[config.mk]
export PLATFORM = sky130hd
export DESIGN_NAME = shift_arbiter_seq
export DESIGN_NICKNAME = d
export VERILOG_FILES = /design/src/rtl/shift_arbiter_seq.sv
export SDC_FILE = /design/constraint.sdc
export NUM_CORES = 1
export LEC_CHECK = 0
export ABC_AREA = 0
export BUFFER_PORTS_ARGS = -buffer_cell sky130_fd_sc_hd__buf_4
export CORE_MARGIN = 3
export CORE_UTILIZATION = 47
export CTS_CLUSTER_DIAMETER = 30
export CTS_CLUSTER_SIZE = 30
export DETAILED_ROUTE_END_ITERATION = 8
export PLACE_DENSITY_LB_ADDON = 0.15
export RECOVER_POWER = 50
export SLEW_MARGIN = 20
export SYNTH_ARGS = -nofsm -noshare
export SYNTH_HDL_FRONTEND = slang
export SYNTH_SLANG_ARGS = --single-unit
[constraint.sdc]
create_clock -name clk -period 2.7 [get_ports clk]
set_clock_uncertainty 0.05 [all_clocks]
set_input_delay 0.405 -clock clk [delete_from_list [all_inputs] [get_ports clk]]
set_output_delay 0.405 -clock clk [all_outputs]
set_load 0.05 [all_outputs]
[src/rtl/shift_arbiter_seq.sv]
// shift_arbiter_seq: two-requester round-robin front end for a priority
// right-shift unit. Result W = D >> k, k = index of lowest set bit of N,
// W = 0 when N = 0. The shift runs serially, one bit per cycle, on a single
// shared register.
// Optional macro SHIFT_FASTPATH_EN: load D >> k in one step on acceptance and
// go straight to RESP (fixed latency of one cycle).
module shift_arbiter_seq #(
  parameter int WIDTH = 16,
  parameter int CNT_W = $clog2(WIDTH)
) (
  input  logic             clk,
  input  logic             rst_n,
  input  logic             req0_valid,
  input  logic [WIDTH-1:0] req0_d,
  input  logic [WIDTH-1:0] req0_n,
  output logic             req0_ready,
  input  logic             req1_valid,
  input  logic [WIDTH-1:0] req1_d,
  input  logic [WIDTH-1:0] req1_n,
  output logic             req1_ready,
  output logic             resp_valid,
  output logic [WIDTH-1:0] resp_w,
  output logic             resp_id,
  input  logic             resp_ready,
  output logic             busy
);

  typedef enum logic [1:0] {
    IDLE  = 2'd0,
    SHIFT = 2'd1,
    RESP  = 2'd2
  } state_t;

  state_t           r_state;
  state_t           w_next;
  logic [WIDTH-1:0] r_shift;
  logic [CNT_W-1:0] r_cnt;
  logic             r_id;
  // Requester preferred on a tie; 0 after reset, i.e. last grant was 1.
  logic             r_rr_ptr;

  logic             w_idle;
  logic             w_grant;
  logic             w_accept;
  logic [WIDTH-1:0] w_sel_d;
  logic [WIDTH-1:0] w_sel_n;
  logic [CNT_W-1:0] w_k;
  logic             w_nz;

  // Index of the lowest set mask bit; 0 for an empty mask.
  function automatic logic [CNT_W-1:0] f_lsb_idx(input logic [WIDTH-1:0] n);
    logic [CNT_W-1:0] k;
    k = '0;
    for (int i = WIDTH - 1; i >= 0; i--) begin
      if (n[i]) k = CNT_W'(i);
    end
    return k;
  endfunction

  assign w_idle = (r_state == IDLE);

  // Round-robin grant: a lone requester wins, ties go to the preferred one.
  always_comb begin
    w_grant = r_rr_ptr;
    if (req0_valid && !req1_valid)      w_grant = 1'b0;
    else if (!req0_valid && req1_valid) w_grant = 1'b1;
  end

  assign req0_ready = rst_n & w_idle & req0_valid & ~w_grant;
  assign req1_ready = rst_n & w_idle & req1_valid &  w_grant;
  assign w_accept   = req0_ready | req1_ready;

  assign w_sel_d = w_grant ? req1_d : req0_d;
  assign w_sel_n = w_grant ? req1_n : req0_n;
  assign w_k     = f_lsb_idx(w_sel_n);
  assign w_nz    = |w_sel_n;

  // Next-state logic for the IDLE -> SHIFT -> RESP sequence.
  always_comb begin
    w_next = r_state;
    case (r_state)
      IDLE: begin
        if (w_accept) begin
`ifdef SHIFT_FASTPATH_EN
          w_next = RESP;
`else
          w_next = (w_k != '0) ? SHIFT : RESP;
`endif
        end
      end
      SHIFT: begin
        if (r_cnt == CNT_W'(1)) w_next = RESP;
      end
      RESP: begin
        if (resp_ready) w_next = IDLE;
      end
      default: w_next = IDLE;
    endcase
  end

  // State register.
  always_ff @(posedge clk) begin
    if (!rst_n) r_state <= IDLE;
    else        r_state <= w_next;
  end

  // Operand load on acceptance, then one zero-fill right shift per SHIFT cycle.
  always_ff @(posedge clk) begin
    if (!rst_n) begin
      r_shift  <= '0;
      r_cnt    <= '0;
      r_id     <= 1'b0;
      r_rr_ptr <= 1'b0;
    end else if (w_accept) begin
      r_id     <= w_grant;
      r_rr_ptr <= ~w_grant;
`ifdef SHIFT_FASTPATH_EN
      r_shift  <= w_nz ? (w_sel_d >> w_k) : '0;
      r_cnt    <= '0;
`else
      r_shift  <= w_nz ? w_sel_d : '0;
      r_cnt    <= w_k;
`endif
    end else if (r_state == SHIFT) begin
      r_shift  <= r_shift >> 1;
      r_cnt    <= r_cnt - CNT_W'(1);
    end
  end

  assign resp_valid = (r_state == RESP);
  assign resp_w     = r_shift;
  assign resp_id    = r_id;
  assign busy       = ~w_idle;

endmodule

After elaboration in Yosys (flattened, before gate mapping):

Index checks and enable logic that the tools add are counted.
Widths: inputs -> output; s select.

* $add $sub $neg: 1
* equality and inequality tests: 6
* muxes and demuxes: 30
* bitwise operators: 8
* reduce and logical (&&, ||, !) cells: 9

Operator list (number)
* $mux 16: 5
* $mux 4: 18
* $reduce_or 16->1: 1
* $mux 2: 4
* $pmux 2 s3: 1
* $and 1x1->1: 5
* $eq 4x1->1 const B: 1
* $ne 2x1->1 const B: 2
* $reduce_bool 4->1: 1
* $sub 4x1->4 const B: 1
* $reduce_and 3->1: 1
* $eq 2x1->1 const B: 1
* $eq 2x2->1 const B: 1
* $logic_and 1x1->1: 2
* $logic_not 1->1: 2
* $logic_not 2->1: 1
* $mux 1: 2
* $ne 2x2->1 const B: 1
* $not 1->1: 2
* $reduce_bool 2->1: 1
* $or 1x1->1: 1

* register bits: 24
* output and inout bits: 21
* logic and storage cells: 59

Depth between registers and ports, before layout:

Gate-level depths: netlist (run 1).

* depth after elaboration: 25
* mapped depth: 9

Worst setup path after synthesis (run 1):

No wires, ideal clock.

* path type: input-to-reg
* start point: input port req0_n[5]
* end point: register r_shift[10] (netlist: resp_w[10])
* setup time: 0.125 ns
* arrival time: 1.954 ns
* required time: 2.525 ns
* path slack: 0.571 ns
* cell stages on the path: 6
* path through: or4_1 > or4_4 > o32a_2 > o21ai_2 > buf_6 > o22ai_1

* longest elaborated chain between the ends: 4

RTL lines
* start, declared: line 15 `input logic [WIDTH-1:0] req0_n,`
* $mux 16: line 74 `assign w_sel_n = w_grant ? req1_n : req0_n;`
* $reduce_or 16->1: line 76 `assign w_nz = |w_sel_n;`
* $mux 16: line 121 `r_shift <= w_nz ? w_sel_d : '0;`
* $mux 16: line 114 `end else if (w_accept) begin`
* end signal, assigned: line 121
* end signal, assigned: line 125 `r_shift <= r_shift >> 1;`
* end, declared: line 36 `logic [WIDTH-1:0] r_shift;`

No other way between the ends.
A chain may end at the register's enable or synchronous reset.

Worst setup path after layout (run 1):

* start point: register r_rr_ptr
* end point: register r_shift[3] (netlist: resp_w[3])

* longest elaborated chain between the ends: 6
* elaborated cells on any way between the ends: 12

RTL lines
* start, declared: line 40 `logic r_rr_ptr;`
* start signal, assigned: line 116 `r_rr_ptr <= ~w_grant;`
* $mux 1 (*): line 66 `else if (!req0_valid && req1_valid) w_grant = 1'b1;`
* $mux 1 (*): line 65 `if (req0_valid && !req1_valid) w_grant = 1'b0;`
* $mux 16 / $not 1->1 (equally long branches): line 74, 69
* $reduce_or 16->1 / $and 1x1->1 (equally long branches): line 76, 69
* $mux 16 / $or 1x1->1 (equally long branches): line 121, 71
* $mux 16 / $reduce_bool 2->1 (equally long branches)

Every way passes the cells marked *; elsewhere a longest branch is shown, timed or not.

==> results of run 1 <==
==> placed cells by master, fill, tap and decap left out, types with 3 or more instances in the layout <==
cell type,instances
buf_4,76
o21ai_0,32
nand2_1,25
dfxtp_1,24
nor2_1,21
clkbuf_1,20
inv_1,15
mux2i_1,14
o22ai_1,13
o211ai_1,12
a21oi_1,11
nor3_1,8
nor2b_1,6
a2bb2oi_1,6
or3_1,5
nand2b_1,4
a22oi_1,4
and2_1,4
o31ai_1,3
a2111oi_0,3
o21bai_1,3
clkbuf_8,3
==> registers in the layout, indices dropped and copies added, names as in the netlist <==
| register | count |
|---|---|
| resp_id | 1 |
| resp_w | 16 |
| r_cnt | 4 |
| r_rr_ptr | 1 |
| r_state | 2 |
==> worst max-delay path, cell delays in order (launching register included) <==
cell and delay, ns:
dfxtp_1 0.50, o21a_4 0.36, or4_4 0.49, o32a_2 0.24
o21ai_2 0.44, o22ai_1 0.17
==> cell families after synthesis <==
| family | after synthesis | synth area share [%] |
|---|---|---|
| compound gates | 100 | 35.1 |
| xor+xnor | 1 | 0.465 |
| fa+ha+maj | 2 | 1.33 |
| buf+inv | 30 | 7.17 |
| flops | 24 | 25.5 |
| mux | 15 | 8.03 |
| simple gates | 85 | 22.4 |
==> routing by layer <==
metal  global-route usage [%]  vias to the layer above
met5                        0                        -
met2                     37.5                       84
met1                     29.9                     1002
li1                         -                     1117
met3                     5.65                        4
met4                     3.04                        0
==> path summary, 6_finish.rpt <==
path	from	end	slack (ns)	depth (start not counted)
worst max-delay path	r_rr_ptr$_SDFFE_PN0N_	resp_w[3]$_SDFFE_PN0P_	0.31	5
worst min-delay path	req1_valid	r_rr_ptr$_SDFFE_PN0N_	0.33	2
worst max register to register	r_rr_ptr$_SDFFE_PN0N_	resp_w[3]$_SDFFE_PN0P_	0.31	5
worst min register to register	resp_id$_SDFFE_PN0N_	resp_id$_SDFFE_PN0N_	0.40	2
==> through the flow <==
step                      utilization, %  hold WS [ns]  setup WS, ns
after detailed placement            68.6         0.401        0.0931
after global routing                67.7         0.336         0.214
after CTS                           69.7         0.324         0.320
after global placement              68.6         0.393         0.156
after floorplan                        -         0.471         0.571
final                               67.7         0.330         0.307
==> power by group through the flow <==
| stage | Combinational (mW) | Sequential, mW | Clock [mW] |
|---|---|---|---|
| after global placement | 1.32 | 0.609 | 0 |
| after floorplan | 0.619 | 0.923 | 0 |
| after detailed placement | 1.34 | 0.610 | 0 |
| final | 1.24 | 0.604 | 0.212 |
| after global routing | 1.34 | 0.627 | 0.228 |
| after CTS | 1.34 | 0.605 | 0.219 |
==> layout make-up <==
cell class                      instances  area, um2
Multi-Input combinational cell        203       1270
Fill cell                             364       1220
Tap cell                               48       60.1
Timing Repair Buffer                   96        646
Clock buffer                            3       41.3
Sequential cell                        24        480
Inverter                               15       56.3
==> metrics.md, run 1 <==
| Metric | Value |
|---|---|
| Area growth from synthesis to layout | `35.4%` |
| Clock share of power | `10.3%` |
| Synth cell count leaders | `o21ai_0, nand2_1, dfxtp_1, nor2_1, inv_1` |
| Final Hold Fails | `0` |
| Placed Area | `2590 um2` |
| Mapped Nets | `328` |
| Avg Cell Area, Syn | `7.34 um2` |
| Sw Pwr | `1.08 mW` |
| Setup TNS | `0 ns` |
| Via count | `2207` |
| CTS tree | `yes` |
| Sequential share of power | `29.4%` |
| Die area | `4810 um2` |
| Synth area leaders | `dfxtp_1, o21ai_0, mux2i_1` |
| Die H | `69.3 um` |
| Post-Layout Inst Area | `2550 um2` |
| Total power | `2.05 mW` |
| Die W | `69.3 um` |
| Core Box Area | `3770 um2` |
| # clock sinks | `24` |
| Number of remaining DRC errors | `0` |
| Setup Viol. Count Final | `0` |
| WL/cell | `14.2 um` |
| Yosys cell types | `46` |
| Max-slew headroom | `59.2%` |
| Dpl cells | `386` |
| Leading area contributor after synthesis | `dfxtp_1` |
| Critical path type | `reg -> reg` |
| Leakage | `1.16 nW` |
| Non-Filler Instances | `389` |
| Clock transition at path regs | `0.08 ns` |
| Max-cap check violation count | `0` |
| Internal | `0.971 mW` |
| Asr flop ratio synth | `0%` |
| CTS hold repair buffers | `0` |
| Via density | `5.67` |
| Max Freq | `418 MHz` |
| Post-synthesis sequential area ratio | `25.5%` |
| DR pass1 iterations | `4` |
| Vias in the first global route | `2079` |
| Highest routed metal layer | `met4` |
| DRT iter0 DRCs | `150` |
| GPL Wtd Cong | `0.819` |
| Top cell type's share of synthesized area | `25.5%` |
| Comb pwr share | `60.2%` |
| Largest net degree at the start of global routing | `22` |
| Grt ovf | `0` |
| Starting Density | `50.0%` |
| WL met2 | `2.64 mm` |
| Final slew viol count | `0` |
| Crit Path Max Fanout | `18` |
| Count leader, synth | `o21ai_0` |
| Worst endpoint data arrival time | `2.48 ns` |
| Longest Clk Path Bufs | `2` |
| Main flop type after synthesis | `dfxtp_1` |
| Crit end category | `flop` |
| Syn Inst Count | `257` |
| Req. time, crit path | `2.79 ns` |
| Setup bufs post-CTS | `0` |
| Proportion of layout cells with a drive suffix above 1 | `25.8%` |
| Seq cells post-synth | `24` |
| Maximum VDD drop | `0.614 mV` |
| RSZ-0062 raised after global routing | `no` |
| Final nets | `414` |
| Slew at the pin with the worst max-slew slack | `0.615 ns` |
| Total CTS buffers | `3` |
| Status | `completed` |
| Wire length on met1 | `2.46 mm` |
| First-pass GRT wire length | `9.30 mm` |
| Initial antenna violation count | `0` |
| EDFF count, synth | `0` |
| Synthesized cell area | `1890 um2` |
| Hold Path Class | `in -> reg` |
| Root Driver | `clkbuf_8` |
| H-tree levels | `1` |
| CTS resizes | `0` |
| Clk_lat worst skew | `0.27 ns` |
| Site row count | `22` |
| Crit path launch type | `flop` |
| N_diodes | `0` |
| Num ports | `90` |
| Syn. warnings | `0` |
| # port buffers | `89` |
| Ratio of final minimum period to clock period | `88.6%` |
| Routed WL | `5.51 mm` |
| Switch share | `52.7%` |
| DR WL met3 | `386 um` |
| Tmin final | `2.39 ns` |
| Gr usage total | `22.5%` |
| Cell area power density | `804 nW/um2` |
| Routed Antenna Nets | `0` |
| DP HPWL | `4.34 mm` |
Note: power is estimated with default switching activity, not from simulation.
==> run 2, diff against run 1 <==
--- a/config.mk
+++ b/config.mk
@@ -7,8 +7,10 @@
 export LEC_CHECK = 0
 export ABC_AREA = 0
 export BUFFER_PORTS_ARGS = -buffer_cell sky130_fd_sc_hd__buf_4
+export CELL_PAD_IN_SITES_DETAIL_PLACEMENT = 0
+export CELL_PAD_IN_SITES_GLOBAL_PLACEMENT = 2
 export CORE_MARGIN = 3
-export CORE_UTILIZATION = 47
+export CORE_UTILIZATION = 24
 export CTS_CLUSTER_DIAMETER = 30
 export CTS_CLUSTER_SIZE = 30
 export DETAILED_ROUTE_END_ITERATION = 8
==> constraint.sdc (replaced) <==
create_clock -name clk -period 2.7 [get_ports clk]
set_clock_uncertainty 0.05 [all_clocks]
set_input_delay 0.405 -clock clk [delete_from_list [all_inputs] [get_ports clk]]
set_output_delay 0.405 -clock clk [all_outputs]
set_load 0.1 [all_outputs]
==> run 2 against run 1 <==
First-iteration DRC count is 44% lower. Hold slack better by 0.0053 ns. Clock power is 16% higher. Largest power group unchanged.
==> metrics.md, run 2 (synthesis results as in run 1) <==
| Metric | Value |
|---|---|
| Core Box Area | `7450 um2` |
| Status | `completed` |
| Slew at the pin with the worst max-slew slack | `1.19 ns` |
| Site row count | `31` |
| Total CTS buffers | `3` |
| Tmin final | `2.29 ns` |
| Number of remaining DRC errors | `0` |
| Max-slew headroom | `20.7%` |
| Die W | `94.6 um` |
| WL/cell | `14.6 um` |
| Clock share of power | `9.5%` |
| CTS hold repair buffers | `0` |
| Final Hold Fails | `0` |
| Maximum VDD drop | `0.343 mV` |
| Gr usage total | `14.1%` |
| Switch share | `60.6%` |
| # clock sinks | `24` |
| DP HPWL | `5.15 mm` |
| CTS resizes | `0` |
| Via count | `2188` |
| DRT iter0 DRCs | `84` |
| Die area | `8960 um2` |
| Total power | `2.57 mW` |
| Crit Path Max Fanout | `11` |
| # port buffers | `89` |
| Leakage | `1.18 nW` |
| Routed Antenna Nets | `0` |
| Max Freq | `437 MHz` |
| Crit-path slowest cell | `nand2b_1` |
| Clk_lat worst skew | `0.26 ns` |
| Max stage delay on crit path | `0.34 ns` |
| Proportion of layout cells with a drive suffix above 1 | `26.5%` |
| Die H | `94.6 um` |
| Crit path launch type | `input port` |
| Setup Viol. Count Final | `0` |
| CP most frequent cell | `buf_4` |
| CP cell instances | `buf_4 -> nand2b_1 -> buf_4 -> a2bb2oi_1 -> a22oi_1 -> nand4b_2 -> o21ai_2 -> buf_4 -> o22ai_1` |
| Final slew viol count | `0` |
| Starting Density | `25.3%` |
| Filler instances | `844` |
| Cell area power density | `975 nW/um2` |
| Sw Pwr | `1.56 mW` |
| Ratio of final minimum period to clock period | `84.8%` |
| RSZ-0062 raised after global routing | `no` |
| Root Driver | `clkbuf_8` |
| Critical path type | `in -> reg` |
| H-tree levels | `1` |
| Setup bufs post-CTS | `0` |
| Internal | `1.01 mW` |
| Longest Clk Path Bufs | `2` |
| Comb pwr share | `66.9%` |
| Via density | `4.95` |
| Final nets | `415` |
| Worst endpoint data arrival time | `2.39 ns` |
| Post-layout util | `35.5%` |
| Vias in the first global route | `2157` |
| Initial antenna violation count | `0` |
| Grt ovf | `0` |
| GPL Wtd Cong | `0.762` |
| Largest net degree at the start of global routing | `21` |
| Crit end category | `flop` |
| Setup TNS | `0 ns` |
| CTS tree | `yes` |
| Max-cap check violation count | `0` |
| Hold Path Class | `in -> reg` |
| Clock transition at path regs | `0.09 ns` |
| Most common cell after layout, fill and taps aside | `buf_4` |
| Area growth from synthesis to layout | `40.0%` |
| N_diodes | `0` |
| Req. time, crit path | `2.80 ns` |
| DR pass1 iterations | `4` |
| Max reg flops | `16` |
| Num ports | `90` |
| Sequential share of power | `23.5%` |
| Routed WL | `6.46 mm` |
| Most frequent cells in the layout | `buf_4, o21ai_0, nand2_1, dfxtp_1, nor2_1` |
| First-pass GRT wire length | `10.3 mm` |
[run 2: power by group through the flow]
stage / sequential [mW] / clock (mW) / combinational, mW
floorplan: 1.30 / 0 / 0.690
detailed placement: 0.614 / 0 / 1.83
global route: 0.624 / 0.269 / 1.84
CTS: 0.606 / 0.256 / 1.84
global placement: 0.616 / 0 / 1.83
finish: 0.606 / 0.246 / 1.72
[run 2: cell type report]
| cell class | count | area, um2 | share of cell area [%] |
|---|---|---|---|
| sequential | 24 | 480 | 18.2 |
| tap | 99 | 124 | 4.69 |
| inverter | 15 | 56.3 | 2.13 |
| multi-input combinational | 203 | 1270 | 48.1 |
| clock buffer | 4 | 55.1 | 2.09 |
| timing repair buffer | 97 | 654 | 24.8 |
[run 2: stage by stage]
step	cells	area, um2	hold slack, ns	setup slack (ns)
final	442	2640	0.335	0.410
after global routing	442	2640	0.349	0.204
after CTS	442	2710	0.321	0.430
after detailed placement	438	2660	0.415	0.144
after global placement	438	2660	0.396	0.203
after floorplan	257	1890	0.471	0.499
[run 2: final timing paths]
kind                               from                      to  slack [ns]  depth (start not counted)
setup / recovery             req1_valid  resp_w[3]$_SDFFE_PN0P_        0.41                          9
hold / removal               req1_valid   r_rr_ptr$_SDFFE_PN0N_        0.34                          2
setup reg to reg  r_rr_ptr$_SDFFE_PN0N_  resp_w[3]$_SDFFE_PN0P_        0.43                          6
hold reg to reg    resp_id$_SDFFE_PN0N_    resp_id$_SDFFE_PN0N_        0.42                          2
[run 2: worst max-delay path: cells and delay by family]
family / cells / cell delay [ns]
compound gates: 4 / 0.77
buf+inv: 3 / 0.60
simple gates: 2 / 0.63
[run 2: per-layer routing]
| metal | share of wire (%) | routed length, um | global-route usage (%) |
|---|---|---|---|
| met1 | 49 | 3170 | 19.8 |
| met5 | 0 | 0 | 0 |
| met4 | 0.50 | 32 | 2.16 |
| met2 | 46 | 2950 | 23.0 |
| met3 | 4.8 | 309 | 2.47 |
